File: config.mk
export PLATFORM = sky130hd
export DESIGN_NAME = uart_cmd_parser_flat
export DESIGN_NICKNAME = d
export VERILOG_FILES = /design/src/rtl/uart_cmd_parser_if.sv /design/src/rtl/uart_cmd_parser.sv /design/src/flat_wrapper.sv
export SDC_FILE = /design/constraint.sdc
export NUM_CORES = 1
export LEC_CHECK = 0
export CAP_MARGIN = 40
export CORE_MARGIN = 2
export CORE_UTILIZATION = 59
export DETAILED_ROUTE_END_ITERATION = 8
export PLACE_DENSITY = 0.79
export SKIP_LAST_GASP = 1
export SLEW_MARGIN = 5
export SYNTH_ARGS = -nofsm -noshare
export SYNTH_HDL_FRONTEND = slang
export SYNTH_SLANG_ARGS = --single-unit
File: constraint.sdc
create_clock -name clk -period 4.6 [get_ports clk]
set_input_delay 1.38 -clock clk [delete_from_list [all_inputs] [get_ports clk]]
set_output_delay 1.38 -clock clk [all_outputs]
set_load 0.05 [all_outputs]
File: src/rtl/uart_cmd_parser_if.sv
// Byte-stream input, command port and error strobes of the UART command parser.
// LW must equal $clog2(MAX_PAYLOAD+1) of the connected parser.
interface uart_cmd_parser_if #(
   parameter int LW = 5
);
   logic [7:0]    rx_data;
   logic          rx_valid;
   logic          rx_frame_error;
   logic          cmd_ready;
   logic [LW-1:0] payload_rd_addr;
   logic          cmd_valid;
   logic [7:0]    cmd_id;
   logic [LW-1:0] cmd_len;
   logic [7:0]    payload_rd_data;
   logic          busy;
   logic          err_frame;
   logic          err_length;
   logic          err_checksum;
   logic          err_timeout;
   logic          err_overrun;

   modport master (
      output rx_data, rx_valid, rx_frame_error, cmd_ready, payload_rd_addr,
      input  cmd_valid, cmd_id, cmd_len, payload_rd_data, busy,
      input  err_frame, err_length, err_checksum, err_timeout, err_overrun
   );

   modport slave (
      input  rx_data, rx_valid, rx_frame_error, cmd_ready, payload_rd_addr,
      output cmd_valid, cmd_id, cmd_len, payload_rd_data, busy,
      output err_frame, err_length, err_checksum, err_timeout, err_overrun
   );
endinterface

File: src/rtl/uart_cmd_parser.sv
// Frames the UART byte stream into sync/cmd/len/payload/xor-checksum packets
// and holds each checked command until the consumer handshakes it.
//
// state   | meaning
// HUNT    | waiting for SYNC_BYTE
// CMD     | expecting command id
// LEN     | expecting payload length
// PAYLOAD | collecting payload bytes
// CHECK   | expecting checksum byte
// PENDING | command presented, waiting for cmd_ready
module uart_cmd_parser #(
   parameter int         MAX_PAYLOAD    = 16,
   parameter logic [7:0] SYNC_BYTE      = 8'hA5,
   parameter int         TIMEOUT_CYCLES = 100000
) (
   input logic          clk,
   input logic          reset,
   uart_cmd_parser_if.slave bus
);
   localparam int LW = $clog2(MAX_PAYLOAD + 1);
   localparam int AW = (MAX_PAYLOAD > 1) ? $clog2(MAX_PAYLOAD) : 1;
   localparam int TW = $clog2(TIMEOUT_CYCLES);

   localparam logic [2:0] HUNT    = 3'd0;
   localparam logic [2:0] CMD     = 3'd1;
   localparam logic [2:0] LEN     = 3'd2;
   localparam logic [2:0] PAYLOAD = 3'd3;
   localparam logic [2:0] CHECK   = 3'd4;
   localparam logic [2:0] PENDING = 3'd5;

   logic [2:0]    state;
   logic [7:0]    csum;
   logic [LW-1:0] idx;
   logic [TW-1:0] tmr;
   logic          cmd_valid;
   logic [7:0]    cmd_id;
   logic [LW-1:0] cmd_len;
   logic          err_frame, err_length, err_checksum, err_timeout, err_overrun;
   logic [7:0]    pay_mem [2**AW];

   wire [7:0] d = bus.rx_data;

   always_ff @(posedge clk) begin
      if (reset) begin
         state        <= HUNT;
         csum         <= '0;
         idx          <= '0;
         tmr          <= '0;
         cmd_valid    <= 1'b0;
         cmd_id       <= '0;
         cmd_len      <= '0;
         err_frame    <= 1'b0;
         err_length   <= 1'b0;
         err_checksum <= 1'b0;
         err_timeout  <= 1'b0;
         err_overrun  <= 1'b0;
      end else begin
         err_frame    <= 1'b0;
         err_length   <= 1'b0;
         err_checksum <= 1'b0;
         err_timeout  <= 1'b0;
         err_overrun  <= 1'b0;
         case (state)
            HUNT: begin
               tmr <= '0;
               if (bus.rx_valid && !bus.rx_frame_error && d == SYNC_BYTE)
                  state <= CMD;
            end
            PENDING: begin
               if (bus.rx_valid)
                  err_overrun <= 1'b1;
               if (bus.cmd_ready) begin
                  cmd_valid <= 1'b0;
                  state     <= HUNT;
               end
            end
            default: begin
               if (bus.rx_frame_error) begin
                  err_frame <= 1'b1;
                  state     <= HUNT;
               end else if (bus.rx_valid) begin
                  tmr <= '0;
                  case (state)
                     CMD: begin
                        cmd_id <= d;
                        csum   <= d;
                        state  <= LEN;
                     end
                     LEN: begin
                        if ({24'd0, d} > 32'(MAX_PAYLOAD)) begin
                           err_length <= 1'b1;
                           state      <= HUNT;
                        end else begin
                           cmd_len <= LW'(d);
                           csum    <= csum ^ d;
                           idx     <= '0;
                           state   <= (d == 8'd0) ? CHECK : PAYLOAD;
                        end
                     end
                     PAYLOAD: begin
                        csum <= csum ^ d;
                        idx  <= idx + LW'(1);
                        if (idx + LW'(1) == cmd_len)
                           state <= CHECK;
                     end
                     CHECK: begin
                        if (d == csum) begin
                           cmd_valid <= 1'b1;
                           state     <= PENDING;
                        end else begin
                           err_checksum <= 1'b1;
                           state        <= HUNT;
                        end
                     end
                     default: state <= HUNT;
                  endcase
               end else if (tmr == TW'(TIMEOUT_CYCLES - 1)) begin
                  err_timeout <= 1'b1;
                  tmr         <= '0;
                  state       <= HUNT;
               end else begin
                  tmr <= tmr + TW'(1);
               end
            end
         endcase
      end
   end

   // Payload storage carries no reset; contents matter only while a command is pending.
   always_ff @(posedge clk) begin
      if (!reset && state == PAYLOAD && bus.rx_valid && !bus.rx_frame_error)
         pay_mem[idx[AW-1:0]] <= d;
   end

   assign bus.payload_rd_data = (bus.payload_rd_addr < LW'(MAX_PAYLOAD)) ?
                                pay_mem[bus.payload_rd_addr[AW-1:0]] : 8'h00;
   assign bus.busy         = |state;
   assign bus.cmd_valid    = cmd_valid;
   assign bus.cmd_id       = cmd_id;
   assign bus.cmd_len      = cmd_len;
   assign bus.err_frame    = err_frame;
   assign bus.err_length   = err_length;
   assign bus.err_checksum = err_checksum;
   assign bus.err_timeout  = err_timeout;
   assign bus.err_overrun  = err_overrun;
endmodule

File: src/flat_wrapper.sv
// flat-port wrapper written by rule: the top's interface ports become plain ports
module uart_cmd_parser_flat 
#(
   parameter int         MAX_PAYLOAD    = 16,
   parameter logic [7:0] SYNC_BYTE      = 8'hA5,
   parameter int         TIMEOUT_CYCLES = 100000
)
  (clk, reset, bus_rx_data, bus_rx_valid, bus_rx_frame_error, bus_cmd_ready, bus_payload_rd_addr, bus_cmd_valid, bus_cmd_id, bus_cmd_len, bus_payload_rd_data, bus_busy, bus_err_frame, bus_err_length, bus_err_checksum, bus_err_timeout, bus_err_overrun);
  uart_cmd_parser_if bus_i ();
  input logic clk;
  input logic reset;
  input wire logic [$bits(bus_i.rx_data)-1:0] bus_rx_data;
  input wire logic [$bits(bus_i.rx_valid)-1:0] bus_rx_valid;
  input wire logic [$bits(bus_i.rx_frame_error)-1:0] bus_rx_frame_error;
  input wire logic [$bits(bus_i.cmd_ready)-1:0] bus_cmd_ready;
  input wire logic [$bits(bus_i.payload_rd_addr)-1:0] bus_payload_rd_addr;
  output wire logic [$bits(bus_i.cmd_valid)-1:0] bus_cmd_valid;
  output wire logic [$bits(bus_i.cmd_id)-1:0] bus_cmd_id;
  output wire logic [$bits(bus_i.cmd_len)-1:0] bus_cmd_len;
  output wire logic [$bits(bus_i.payload_rd_data)-1:0] bus_payload_rd_data;
  output wire logic [$bits(bus_i.busy)-1:0] bus_busy;
  output wire logic [$bits(bus_i.err_frame)-1:0] bus_err_frame;
  output wire logic [$bits(bus_i.err_length)-1:0] bus_err_length;
  output wire logic [$bits(bus_i.err_checksum)-1:0] bus_err_checksum;
  output wire logic [$bits(bus_i.err_timeout)-1:0] bus_err_timeout;
  output wire logic [$bits(bus_i.err_overrun)-1:0] bus_err_overrun;
  assign bus_i.rx_data = bus_rx_data;
  assign bus_i.rx_valid = bus_rx_valid;
  assign bus_i.rx_frame_error = bus_rx_frame_error;
  assign bus_i.cmd_ready = bus_cmd_ready;
  assign bus_i.payload_rd_addr = bus_payload_rd_addr;
  assign bus_cmd_valid = bus_i.cmd_valid;
  assign bus_cmd_id = bus_i.cmd_id;
  assign bus_cmd_len = bus_i.cmd_len;
  assign bus_payload_rd_data = bus_i.payload_rd_data;
  assign bus_busy = bus_i.busy;
  assign bus_err_frame = bus_i.err_frame;
  assign bus_err_length = bus_i.err_length;
  assign bus_err_checksum = bus_i.err_checksum;
  assign bus_err_timeout = bus_i.err_timeout;
  assign bus_err_overrun = bus_i.err_overrun;
  uart_cmd_parser #(.MAX_PAYLOAD(MAX_PAYLOAD), .SYNC_BYTE(SYNC_BYTE), .TIMEOUT_CYCLES(TIMEOUT_CYCLES)) u_core (.clk(clk), .reset(reset), .bus(bus_i));
endmodule
==> out/qor.csv <==
metric,value,unit
postRouteAntennaNets,0,
std_cell_rows,41,
cp_data_required_time,3220,ps
fill_cells,808,
portBuffers,45,
die_area,13900,um2
relSlewSlack,59.2,%
crit_chain,clkdlybuf4s15_1 > bufbuf_16 > mux4_2 > mux4_2 > nor2b_1 > buf_4,
cp_common_cell,mux4_2,
power-per-cell-area,392,nW/um2
synth_flop_cell,edfxtp_1,
drive_gt1_share,18.7,%
synthesis.area,7670,um2
grt_pass1_vias,4870,
power.switching,791,uW
area_growth,18.5,%
dr_total_vias,4906,
hp-class,reg -> reg,
wl_per_cell,22.5,um
clk_latency,440,ps
post_cts_buffers,0,
synthTopCellsByArea,"edfxtp_1 (50%), dfxtp_1 (14%), mux4_2 (12%)",
maxSlewViolCount,0,
yosys_warnings,0,
fin_util,71.7,%
vias_per_cell,6.19,
power_frac_seq,49.4,%
leakage,0.00295,uW
core-area,12700,um2
worst_pin_slew,612,ps
fin_tns_setup,0,ps
worst_slack,33.8,ps
io-pin-count,46,
post-route-drc-count,0,
rsz0062_at_grt,false,
p_int,2770,uW
grt_pass1_wl,28.0,mm
overflow,0,
dr.pass1.iters,5,
antenna_found_initial,0,
ys_types,54,
vdd_drop_max,0.000217,V
cts_hold_buf,0,
root_buffer,clkbuf_16,
synth-edff-count,128,
power,3570,uW
async_reset_ff_share,0,%
cts.htree.levels,4,
synth.net_count,565,
ys_seq_area_share,63.7,%
die_y,118,um
grt_usage,27.3,%
hpwlAfterDp,11.0,mm
fin_crit_sh,99.3,%
gp_congestion,0.865,
swShare,22.2,%
path_clk_slew,60,ps
critPathCaptureType,output port,
initial_utilization,60.5,%
max_freq,219,MHz
clk_path_buf_depth,2,
holdWs,463,ps
fin_crit,4570,ps
layout.nets,630,
cts_made_buffers,17,
cts_tree,done,
final_hold_viol_count,0,
clock_power_share,42.2,%
dpl_worst_slack,-119,ps
critical_path.slowest_cell,mux4_2,
outcome,completed,
fin_skew,14.0,ps
netlist_instances,542,
synth.avg_cell_area,14.2,um2
netlist.area_leader.share,50.1,%
synth_area_leader_cell,edfxtp_1,
cp.arrival,3190,ps
drt_wl_total,17.8,mm
ys_ff_latch,180,
max_cap_viol_count,0,
slowest_delay,480,ps
startpoint_type,input pin,
grt_max_degree,39,
worst-path-max-fanout,10,
combPwrFrac,8.4,%
die_w,118,um
n_antenna_cell,0,
setup_viol,0,
first_iter_violations,451,
crit_type,in -> out,
numClockSinks,180,
cells in the mapped netlist (all sizes together) (3+ instances only):
master / number
o21ai: 25
nand2: 43
nand2b: 6
nor2b: 12
nor4: 4
nor3: 14
nor4b: 3
and2: 3
and3: 5
nand4: 7
a22oi: 9
nor2: 56
edfxtp: 128
xnor2: 18
a21o: 3
and4b: 3
nand3: 8
dfxtp: 52
mux4: 40
xor2: 10
nor3b: 4
mux2i: 5
a21oi: 15
ha: 5
a211oi: 4
clkbuf: 14
buf: 17
inv: 3
registers in the layout, indices dropped and copies added, names as in the netlist:
register / count
u_core.pay_mem: 128
u_core.tmr: 17
u_core.bus.cmd_id: 8
u_core.csum: 8
u_core.bus.cmd_len: 5
u_core.idx: 5
u_core.state: 3
u_core.bus.cmd_valid: 1
u_core.bus.err_checksum: 1
u_core.bus.err_frame: 1
u_core.bus.err_length: 1
u_core.bus.err_overrun: 1
u_core.bus.err_timeout: 1
worst paths after layout:
path,start,end,slack [ps],depth (start not counted)
worst max-delay path,bus_payload_rd_addr[1],bus_payload_rd_data[2],30,6
worst min register to register,u_core.bus.cmd_id[4]$_SDFFE_PP0P_,u_core.bus.cmd_id[4]$_SDFFE_PP0P_,460,2
worst max register to register,u_core.state[2]$_SDFFE_PP0P_,u_core.pay_mem[0][2]$_DFFE_PP_,2100,7
worst min-delay path,u_core.bus.cmd_id[4]$_SDFFE_PP0P_,u_core.bus.cmd_id[4]$_SDFFE_PP0P_,460,2
layout by cell type (no fill, tap or decap), types with 8 or more instances in the layout:
| cell type | instances |
|---|---|
| nor2_1 | 56 |
| clkbuf_16 | 17 |
| a22oi_1 | 9 |
| mux4_2 | 40 |
| edfxtp_1 | 128 |
| dfxtp_1 | 52 |
| buf_4 | 34 |
| o21ai_0 | 25 |
| nor3_1 | 14 |
| xnor2_1 | 18 |
| a21oi_1 | 14 |
| clkdlybuf4s50_1 | 35 |
| nand3_1 | 8 |
| nor2b_1 | 12 |
| xor2_1 | 10 |
| nand2_1 | 42 |
cells by family (layout without fill, tap and decap cells):
kind of cell	count (synthesis)	count (layout)	share of synthesized area (%)
buffers and inverters	34	112	2.12
multiplexers	45	45	12.4
XOR/XNOR	28	28	3.20
AO/OA/AOI/OAI	72	72	6.13
flip-flops	180	180	63.7
AND/OR/NAND/NOR	178	178	11.6
adder cells (fa/ha/maj)	5	5	0.816
timing repair:
| action | in CTS | in global routing |
|---|---|---|
| gates cloned | 1 | 0 |
| resized for setup | 2 | 1 |
| hold endpoints to repair | 0 | 0 |
| endpoints found under the setup margin | 8 | 4 |
metrics by stage:
step                cell area (um2)  std cells
floorplan                      7670        542
global placement               8440        759
detailed placement             8440        759
CTS                            9090        792
global route                   9090        792
finish                         9090        792
power groups by stage:
stage / Clock (uW) / Combinational (uW) / Sequential [uW]
floorplan: 0 / 191 / 1800
global placement: 0 / 282 / 1800
detailed placement: 0 / 290 / 1800
CTS: 1510 / 298 / 1760
global route: 1580 / 322 / 1760
finish: 1500 / 299 / 1760
cell type report:
cell class	instances	area (um2)	area share [%]
Multi-Input combinational cell	328	2620	28.8
Tap cell	172	215	2.37
Inverter	3	11.3	0.124
Timing Repair Buffer	77	744	8.19
Clock buffer	19	433	4.76
Sequential cell	180	4880	53.7
Clock inverter	13	180	1.98
worst max-delay path: cells and delay by family:
family / cells / cell delay [ps]
AND/OR/NAND/NOR: 1 / 170
buffers and inverters: 3 / 870
multiplexers: 2 / 780
routing by layer:
metal / track usage (%) / wire length (um) / up-vias
li1: - / - / 2192
met1: 33.7 / 6640 / 2416
met2: 45.9 / 9190 / 258
met3: 6.93 / 1510 / 40
met4: 11.6 / 492 / 0
met5: 0 / 0 / -
(Power assumes the default switching activity.)
